<file path="src/rtl/vx_tex_types_pkg.sv">
// Shared types for the texture agent: request/response payloads and CSR FSM states.
package vx_tex_types_pkg;

    localparam int TEX_CSR_ADDR_W  = 12;
    localparam int TEX_NUM_WARPS   = 4;
    localparam int TEX_NUM_THREADS = 4;
    localparam int TEX_NW_BITS     = $clog2(TEX_NUM_WARPS);

    typedef enum logic [1:0] {
        IDLE  = 2'd0,
        DRAIN = 2'd1,
        WRITE = 2'd2
    } tex_agent_state_e;

    typedef struct packed {
        logic [TEX_NW_BITS-1:0]                       wid;
        logic [TEX_NUM_THREADS-1:0]                   tmask;
        logic [31:0]                                  pc;
        logic [4:0]                                   rd;
        logic                                         wb;
        logic [1:0]                                   unit;
        logic [1:0][TEX_NUM_THREADS-1:0][31:0]        coords;
        logic [TEX_NUM_THREADS-1:0][31:0]             lod;
    } tex_req_t;

    typedef struct packed {
        logic [TEX_NW_BITS-1:0]                       wid;
        logic [TEX_NUM_THREADS-1:0]                   tmask;
        logic [31:0]                                  pc;
        logic [4:0]                                   rd;
        logic                                         wb;
        logic [TEX_NUM_THREADS-1:0][31:0]             data;
    } tex_rsp_t;

endpackage

</file>
<file path="src/rtl/vx_tex_skid_buf.sv">
// Two-entry elastic buffer with a registered output; sustains one transfer per cycle.
module vx_tex_skid_buf #(
    parameter int DATAW = 8
) (
    input  logic             clk,
    input  logic             reset,
    input  logic             in_valid,
    input  logic [DATAW-1:0] in_data,
    output logic             in_ready,
    output logic             out_valid,
    output logic [DATAW-1:0] out_data,
    input  logic             out_ready
);

    logic [DATAW-1:0] mem [2];
    logic             wr_ptr;
    logic             rd_ptr;
    logic [1:0]       count;
    logic             push;
    logic             pop;

    assign in_ready  = (count != 2'd2);
    assign out_valid = (count != 2'd0);
    assign out_data  = mem[rd_ptr];
    assign push      = in_valid && in_ready;
    assign pop       = out_valid && out_ready;

    // Storage needs no reset: count alone decides what is valid.
    always_ff @(posedge clk) begin
        if (push) mem[wr_ptr] <= in_data;
    end

    always_ff @(posedge clk or posedge reset) begin
        if (reset) begin
            wr_ptr <= 1'b0;
            rd_ptr <= 1'b0;
            count  <= 2'd0;
        end else begin
            if (push) wr_ptr <= ~wr_ptr;
            if (pop)  rd_ptr <= ~rd_ptr;
            if (push && !pop)      count <= count + 2'd1;
            else if (pop && !push) count <= count - 2'd1;
        end
    end

endmodule

</file>
<file path="src/rtl/vx_tex_agent.sv">
// Issue-side texture agent: request skid, response pipe, per-warp pending counters, CSR drain FSM.
// Optional TEX_PERF_EN adds request-count and pending-latency performance counters.
module vx_tex_agent
    import vx_tex_types_pkg::*;
#(
    parameter int CORE_ID     = 0,
    parameter int NUM_WARPS   = TEX_NUM_WARPS,
    parameter int NUM_THREADS = TEX_NUM_THREADS,
    parameter int MAX_PENDING = 16
) (
    input  logic                      clk,
    input  logic                      reset,
    input  logic                      gpu_req_valid,
    input  tex_req_t                  gpu_req_data,
    output logic                      gpu_req_ready,
    input  logic                      csr_wr_valid,
    input  logic [TEX_CSR_ADDR_W-1:0] csr_wr_addr,
    input  logic [31:0]               csr_wr_data,
    output logic                      csr_wr_ready,
    output logic                      tex_req_valid,
    output tex_req_t                  tex_req_data,
    input  logic                      tex_req_ready,
    output logic                      tex_csr_we,
    output logic [TEX_CSR_ADDR_W-1:0] tex_csr_addr,
    output logic [31:0]               tex_csr_data,
    input  logic                      tex_rsp_valid,
    input  tex_rsp_t                  tex_rsp_data,
    output logic                      tex_rsp_ready,
    output logic                      commit_valid,
    output tex_rsp_t                  commit_data,
    input  logic                      commit_ready,
    output logic [NUM_WARPS-1:0]      warp_pending
`ifdef TEX_PERF_EN
    ,
    output logic [43:0]               perf_tex_reqs,
    output logic [43:0]               perf_tex_lat
`endif
);

    localparam int CNT_W = $clog2(MAX_PENDING + 1);
    localparam int REQ_W = $bits(tex_req_t);

    tex_agent_state_e          state;
    logic [TEX_CSR_ADDR_W-1:0] csr_addr_q;
    logic [31:0]               csr_data_q;
    logic [CNT_W-1:0]          total_pending;
    logic                      skid_ready;
    logic                      req_fire;
    logic                      rsp_fire;
    logic                      commit_fire;
    logic [REQ_W-1:0]          skid_out;

    // CSR writes take priority over instructions and freeze issue until drained.
    assign gpu_req_ready = !reset && (state == IDLE) && !csr_wr_valid &&
                           (total_pending < CNT_W'(MAX_PENDING)) && skid_ready;
    assign csr_wr_ready  = !reset && (state == IDLE);
    assign req_fire      = gpu_req_valid && gpu_req_ready;
    assign tex_rsp_ready = !commit_valid || commit_ready;
    assign rsp_fire      = tex_rsp_valid && tex_rsp_ready;
    assign commit_fire   = commit_valid && commit_ready;
    assign tex_csr_we    = (state == WRITE);
    assign tex_csr_addr  = csr_addr_q;
    assign tex_csr_data  = csr_data_q;
    assign tex_req_data  = tex_req_t'(skid_out);

    vx_tex_skid_buf #(.DATAW(REQ_W)) req_buf (
        .clk       (clk),
        .reset     (reset),
        .in_valid  (req_fire),
        .in_data   (gpu_req_data),
        .in_ready  (skid_ready),
        .out_valid (tex_req_valid),
        .out_data  (skid_out),
        .out_ready (tex_req_ready)
    );

    always_ff @(posedge clk or posedge reset) begin
        if (reset) begin
            state      <= IDLE;
            csr_addr_q <= '0;
            csr_data_q <= '0;
        end else begin
            case (state)
                IDLE: if (csr_wr_valid) begin
                    state      <= DRAIN;
                    csr_addr_q <= csr_wr_addr;
                    csr_data_q <= csr_wr_data;
                end
                DRAIN: if (total_pending == '0) state <= WRITE;
                WRITE:   state <= IDLE;
                default: state <= IDLE;
            endcase
        end
    end

    always_ff @(posedge clk or posedge reset) begin
        if (reset) begin
            total_pending <= '0;
        end else if (req_fire && !commit_fire) begin
            total_pending <= total_pending + CNT_W'(1);
        end else if (commit_fire && !req_fire && total_pending != '0) begin
            total_pending <= total_pending - CNT_W'(1);
        end
    end

    for (genvar w = 0; w < NUM_WARPS; w++) begin : g_warp
        logic             inc;
        logic             dec;
        logic [CNT_W-1:0] cnt;
        logic             pend_q;

        assign inc             = req_fire && (gpu_req_data.wid == TEX_NW_BITS'(w));
        assign dec             = commit_fire && (commit_data.wid == TEX_NW_BITS'(w));
        assign warp_pending[w] = pend_q;

        always_ff @(posedge clk or posedge reset) begin
            if (reset) begin
                cnt    <= '0;
                pend_q <= 1'b0;
            end else begin
                pend_q <= (cnt != '0);
                if (inc && !dec) begin
                    cnt <= cnt + CNT_W'(1);
                end else if (dec && !inc) begin
                    assert (cnt != '0)
                        else $error("core%0d: texture pending underflow on warp %0d", CORE_ID, w);
                    if (cnt != '0) cnt <= cnt - CNT_W'(1);
                end
            end
        end
    end

    // Response pipe register: loads whenever it is empty or being drained this cycle.
    always_ff @(posedge clk or posedge reset) begin
        if (reset) begin
            commit_valid <= 1'b0;
            commit_data  <= '0;
        end else if (rsp_fire) begin
            commit_valid <= 1'b1;
            commit_data  <= tex_rsp_data;
        end else if (commit_ready) begin
            commit_valid <= 1'b0;
        end
    end

`ifdef TEX_PERF_EN
    always_ff @(posedge clk or posedge reset) begin
        if (reset) begin
            perf_tex_reqs <= '0;
            perf_tex_lat  <= '0;
        end else begin
            if (req_fire) perf_tex_reqs <= perf_tex_reqs + 44'd1;
            perf_tex_lat <= perf_tex_lat + 44'(total_pending);
        end
    end
`endif

endmodule

</file>
<file path="config.mk">
export PLATFORM = sky130hd
export DESIGN_NAME = vx_tex_agent
export DESIGN_NICKNAME = d
export VERILOG_FILES = /design/src/rtl/vx_tex_types_pkg.sv /design/src/rtl/vx_tex_skid_buf.sv /design/src/rtl/vx_tex_agent.sv
export SDC_FILE = /design/constraint.sdc
export NUM_CORES = 1
export LEC_CHECK = 0
export BUFFER_PORTS_ARGS = -buffer_cell sky130_fd_sc_hd__buf_2
export CORE_AREA = 2 2 509 511
export DETAILED_ROUTE_END_ITERATION = 8
export DIE_AREA = 0 0 511 513
export GPL_ROUTABILITY_DRIVEN = 0
export GPL_TIMING_DRIVEN = 0
export PLACE_DENSITY = 0.32
export SYNTH_ARGS = -nofsm -noshare
export SYNTH_HDL_FRONTEND = slang
export SYNTH_HIERARCHICAL = 1
export SYNTH_SLANG_ARGS = --single-unit
</file>
<file path="constraint.sdc">
create_clock -name clk -period 54.6 [get_ports clk]
set_input_delay 10.92 -clock clk [delete_from_list [all_inputs] [get_ports clk]]
set_output_delay 10.92 -clock clk [all_outputs]
set_load 0.1 [all_outputs]
</file>
# Word-level counts from Yosys, hierarchy flattened
# Memories as Yosys holds them, arrays and structs flattened.
# Index checks and enable logic that the tools add are counted.
# totals
ramBits	860
ff_bits	252
memories	1
output_inout_bits	656
elab_cells	148
# classes
n_mux	23
magnitude_cmp	1
n_eq_ne	11
reduce_logical	73
bitwise	2
add_sub_neg	12
# mem_list
memory	words	word_bits	rd	rd_ports_with_merged_regs	wr	line_no	text
req_buf.mem	2	430	1	0	1	vx_tex_skid_buf.sv:15	logic [DATAW-1:0] mem [2];
# op_table
op	n
$mux W5	14
$logic_and A1 B1 Y1	30
$add A5 B1 Y5 const B	5
$reduce_bool A5 Y1	5
$sub A5 B1 Y5 const B	5
$reduce_bool A2 Y1	12
$logic_not A1 Y1	15
$reduce_and A2 Y1	6
$eq A2 B2 Y1 const B	5
$mux W2	4
$eq A2 B1 Y1 const B	3
$logic_not A2 Y1	3
$ne A2 B2 Y1 const B	3
$logic_not A5 Y1	1
$lt A5 B5 Y1 const B	1
$mux W1	4
$pmux W2 S2	1
$add A2 B1 Y2 const B	1
$not A1 Y1	2
$sub A2 B1 Y2 const B	1
$logic_or A1 B1 Y1	1

# Longest topological paths before layout
# depth
word_depth	11
ltp_mapped	14

# Hierarchy
# Netlist, hierarchy kept.
# modules_own_cells
mod	instances	cells_per_inst	area_per_inst_um2	seq_area_each_um2
vx_tex_skid_buf	1	1357	33020.4	25924.9
vx_tex_agent	1	648	10024.6	6206.0

# Worst setup path before layout
# OpenSTA, ideal clock, no wires.
# synth_path
path_kind	input to register
from	in reset
to	mem req_buf/mem[0][0] (netlist name) (enable)
setup_ps	1232
arrival_time_ps	30832
path_slack_ps	22537
cell_stages	6
path_cell_list	nor3_2 and3_4 nand2_4 inv_2 nand2_1 nor2_1
# synth_between
elab_chain_cells	9
# synth_lines
item	line_no	text
from (decl)	vx_tex_agent.sv:12	input logic reset,
$logic_not A1 Y1 (no source line)	--	
$logic_and A1 B1 Y1 (3 in series)	vx_tex_agent.sv:54	assign gpu_req_ready = !reset && (state == IDLE) && !csr_wr_valid &&
$logic_and A1 B1 Y1	vx_tex_agent.sv:55	(total_pending < CNT_W'(MAX_PENDING)) && skid_ready;
named net gpu_req_ready	vx_tex_agent.sv:15	output logic gpu_req_ready,
$logic_and A1 B1 Y1	vx_tex_agent.sv:57	assign req_fire = gpu_req_valid && gpu_req_ready;
named net req_fire	vx_tex_agent.sv:48	logic req_fire;
$logic_and A1 B1 Y1	vx_tex_skid_buf.sv:25	assign push = in_valid && in_ready;
$mux W1	vx_tex_skid_buf.sv:30	if (push) mem[wr_ptr] <= in_data;
$mux W1 (implied by the code)	vx_tex_skid_buf.sv:30	
to (decl)	vx_tex_skid_buf.sv:15	
# The timed path passes the listed nets, and every way through them passes these cells.

# Worst setup path after layout
# layout_path
from	in reset
to	out gpu_req_ready
# layout_between
elab_chain_cells	5
# layout_lines
item	line_no
$logic_not A1 Y1 (no source line)	--
$logic_and A1 B1 Y1 (3 in series)	vx_tex_agent.sv:54
$logic_and A1 B1 Y1	vx_tex_agent.sv:55
to (decl)	vx_tex_agent.sv:15
# Every way passes these cells.

==> impl_metrics.toml <==
[worst_setup_path]
cp_max_fanout = 3
crit_start_category = "primary input"
worst_ep_required_time_ns = 43.68
worst_ep_arrival_time_ns = 11.94
timing.setup.critical_path_class = "primary input to output port"
worstSetupEndpointType = "output port"

[pwr]
post-layout-total-power_w = 0.00360
power_density_nw_per_um2 = 60.7
worst_ir_drop_vdd_v = 0.0000407
power.static_leakage_nw = 23.6

[synth]
postSynthNetCount = 2683
prevailing_post_synth_register_cell = "sky130_fd_sc_hd__edfxtp_1"
async_reset_ff_frac = 0.227
syn-cell-area_sq_um = 43000
synth-seq-cells = 1112
yosys_warnings = 6
number_of_enable_type_register_cells_in_the_synthesized_netlist = 860
synth_sequential_area_ratio = 0.746
synthCells = 2005
synth_cell_type_count = 50
synth.avg_cell_area_sq_um = 21.5

[route]
wirelength_mm = 179
drt_pass_1_iters = 4
avgRoutedWirePerCell_microns = 25.5
routed-via-count = 24900
detail-route-antenna-nets = 0
drcViolationCount = 0
iter_0_drt_violations = 1074
viasPerCell = 3.55

[timing]
worst_clock_skew_ns = 0.0608
hold_violations = 0
slew-limit-headroom = 0.542
final_max_slew_viol_count = 0
worst_slew_pin_slew_ns = 0.685
fin_crit_sh = 0.419
fmaxAchievable_mhz = 43.7
setup_tns_ns = 0
holdWs_ns = 0.481
rsz_0062_raised_after_global_routing = "false"
setup_viol = 0
crit_path_time_final_ns = 22.86

[clock_tree]
cts.root.buffer_cell = "sky130_fd_sc_hd__clkbuf_16"
cts-htree-levels = 4
clk_latency_ns = 0.79
clk_pin_slew_ns = 0.05
postCtsSetupBuffers = 0
cts_made_buffers = 145
tritoncts = "yes"
post_cts.resized_instances = 0
clock_sink_count = 1112
cts_hold_buffers = 0
clock_tree_buffer_depth = 3

[finish]
mostFrequentLayoutCell = "sky130_fd_sc_hd__buf_2"
synthToLayoutAreaGrowth_pct = 37.7
final_util = 0.231
final_nets = 4170
most-common-layout-cells = "sky130_fd_sc_hd__buf_2, sky130_fd_sc_hd__edfxtp_1, sky130_fd_sc_hd__mux2_4"
final_cells = 7019
post_route_cells_drive_above_1_share = 0.571
layout.filler_cells = 27100

[place]
dpl.hpwl_mm = 142
placed_cells_incl_taps = 6729
count_of_buffers_from_port_buffering = 1308

[grt]
grt_start_max_net_pins = 99
grt_pass1_wl_mm = 237
antenna_found_initial = 160
grt_overflow = 0
first_global_vias = 26000
grtUsageTotal = 0.132

[floorplanning]
initial_core_utilization = 0.168
die_y_microns = 513
rows = 186
pin_count = 1309
core_region_area_sq_um = 256000
die_w_microns = 511
die-area_sq_um = 262000

[hold_path]
min_path_type = "register to register"

[run]
drv_cap = 0

[run_status]
outcome = "complete, no violations"
==> layer usage <==
metal | GRT usage | vias up | wire length (microns)
li1 | - | 10800 | -
met5 | 0 | - | 509
met2 | 0.244 | 1226 | 93800
met4 | 0.0304 | 76 | 4470
met1 | 0.129 | 12400 | 60500
met3 | 0.0682 | 419 | 19400
==> area by class of cell <==
| cell class | instances | area [sq um] | share of cell area |
|---|---|---|---|
| inverter | 8 | 37.5 | 0.000633 |
| clock buffer | 192 | 3940 | 0.0665 |
| antenna | 28 | 70.1 | 0.00118 |
| buffer | 75 | 836 | 0.0141 |
| sequential | 1112 | 32100 | 0.542 |
| tap | 3384 | 4230 | 0.0714 |
| timing repair buffer | 1340 | 7300 | 0.123 |
| multi-input combinational | 810 | 10100 | 0.170 |
| clock inverter | 70 | 677 | 0.0114 |
==> cell families (layout without fill, tap and decap cells) <==
kind of cell             Yosys count  after routing  share of synthesized area
AO/OA/AOI/OAI                     45             45                    0.00677
XOR/XNOR                          23             23                    0.00468
adder cells (fa/ha/maj)           25             25                    0.00814
buffers and inverters             83           1685                     0.0201
flip-flops                      1112           1112                      0.746
multiplexers                     656            656                      0.206
other                              0             28                          0
AND/OR/NAND/NOR                   61             61                    0.00788
==> Yosys cell counts (2+ instances only) <==
cell type | instances | area, sq um
sky130_fd_sc_hd__o21bai_2 | 2 | 22.5
sky130_fd_sc_hd__mux2_1 | 220 | 2480
sky130_fd_sc_hd__nand2_1 | 18 | 67.6
sky130_fd_sc_hd__xor2_1 | 10 | 87.6
sky130_fd_sc_hd__a21o_1 | 10 | 75.1
sky130_fd_sc_hd__buf_8 | 40 | 601
sky130_fd_sc_hd__mux2_2 | 40 | 450
sky130_fd_sc_hd__mux2_4 | 392 | 5890
sky130_fd_sc_hd__a21oi_1 | 11 | 55.1
sky130_fd_sc_hd__buf_12 | 3 | 60.1
sky130_fd_sc_hd__nor3_1 | 7 | 35.0
sky130_fd_sc_hd__a31oi_1 | 2 | 12.5
sky130_fd_sc_hd__inv_1 | 7 | 26.3
sky130_fd_sc_hd__nand2_2 | 2 | 12.5
sky130_fd_sc_hd__o21bai_1 | 4 | 30.0
sky130_fd_sc_hd__nor4_1 | 4 | 25.0
sky130_fd_sc_hd__o21ai_1 | 10 | 50.1
sky130_fd_sc_hd__xnor2_1 | 13 | 114
sky130_fd_sc_hd__nor2_1 | 7 | 26.3
sky130_fd_sc_hd__o211ai_1 | 2 | 15.0
sky130_fd_sc_hd__ha_1 | 20 | 250
sky130_fd_sc_hd__buf_2 | 26 | 130
sky130_fd_sc_hd__buf_4 | 4 | 30.0
sky130_fd_sc_hd__mux2i_1 | 3 | 30.0
sky130_fd_sc_hd__and3_1 | 2 | 12.5
sky130_fd_sc_hd__nor3b_1 | 2 | 15.0
sky130_fd_sc_hd__edfxtp_1 | 860 | 25800
sky130_fd_sc_hd__dfrtp_1 | 252 | 6310
sky130_fd_sc_hd__fa_1 | 5 | 100
sky130_fd_sc_hd__nand2_4 | 2 | 22.5
sky130_fd_sc_hd__nand2b_1 | 6 | 37.5
==> flip-flops by register name (all words and copies together), names as in the netlist <==
register,cells
g_warp.cnt,20
req_buf/rd_ptr,1
tex_csr_addr,12
g_warp.pend_q,4
req_buf/wr_ptr,1
req_buf/mem,860
commit_data,172
state,2
req_buf/count,2
commit_valid,1
total_pending,5
tex_csr_data,32
==> through the flow <==
stage | setup slack [ns] | area [sq um]
floorplan | 22.54 | 43000
global placement | 5.69 | 53800
detailed placement | 31.72 | 54600
CTS | 31.71 | 59200
global route | 31.68 | 59200
finish | 31.74 | 59300
==> final timing paths <==
check                                        startpoint                       endpoint  slack [ns]  cells after the start
min reg2reg                tex_csr_data[20]$_DFFE_PP0P_   tex_csr_data[20]$_DFFE_PP0P_        0.48                      1
min in group asynchronous                         reset     req_buf/wr_ptr$_DFFE_PP0P_       10.14                      2
max                                               reset                  gpu_req_ready       31.74                      4
max in group asynchronous                         reset    commit_data[33]$_DFFE_PP0P_       43.44                      3
min                        tex_csr_data[20]$_DFFE_PP0P_   tex_csr_data[20]$_DFFE_PP0P_        0.48                      1
max reg2reg                req_buf/count[0]$_DFFE_PP0P_  req_buf/mem[0][214]$_DFFE_PP_       50.69                     12
==> worst max-delay path: stages <==
cell,delay (ns)
sky130_fd_sc_hd__buf_2,0.16
sky130_fd_sc_hd__nor3_2,0.17
sky130_fd_sc_hd__and3_4,0.23
sky130_fd_sc_hd__buf_2,0.46
==> power by group <==
| group | switching (W) | internal, W | leakage (nW) | total, W |
|---|---|---|---|---|
| Clock | 0.000395 | 0.000532 | 2.24 | 0.000927 |
| Combinational | 0.00129 | 0.000365 | 10.7 | 0.00166 |
| Sequential | 0.0000359 | 0.000975 | 10.7 | 0.00101 |
| Total | 0.00172 | 0.00187 | 23.6 | 0.00360 |
(Power assumes the default switching activity.)
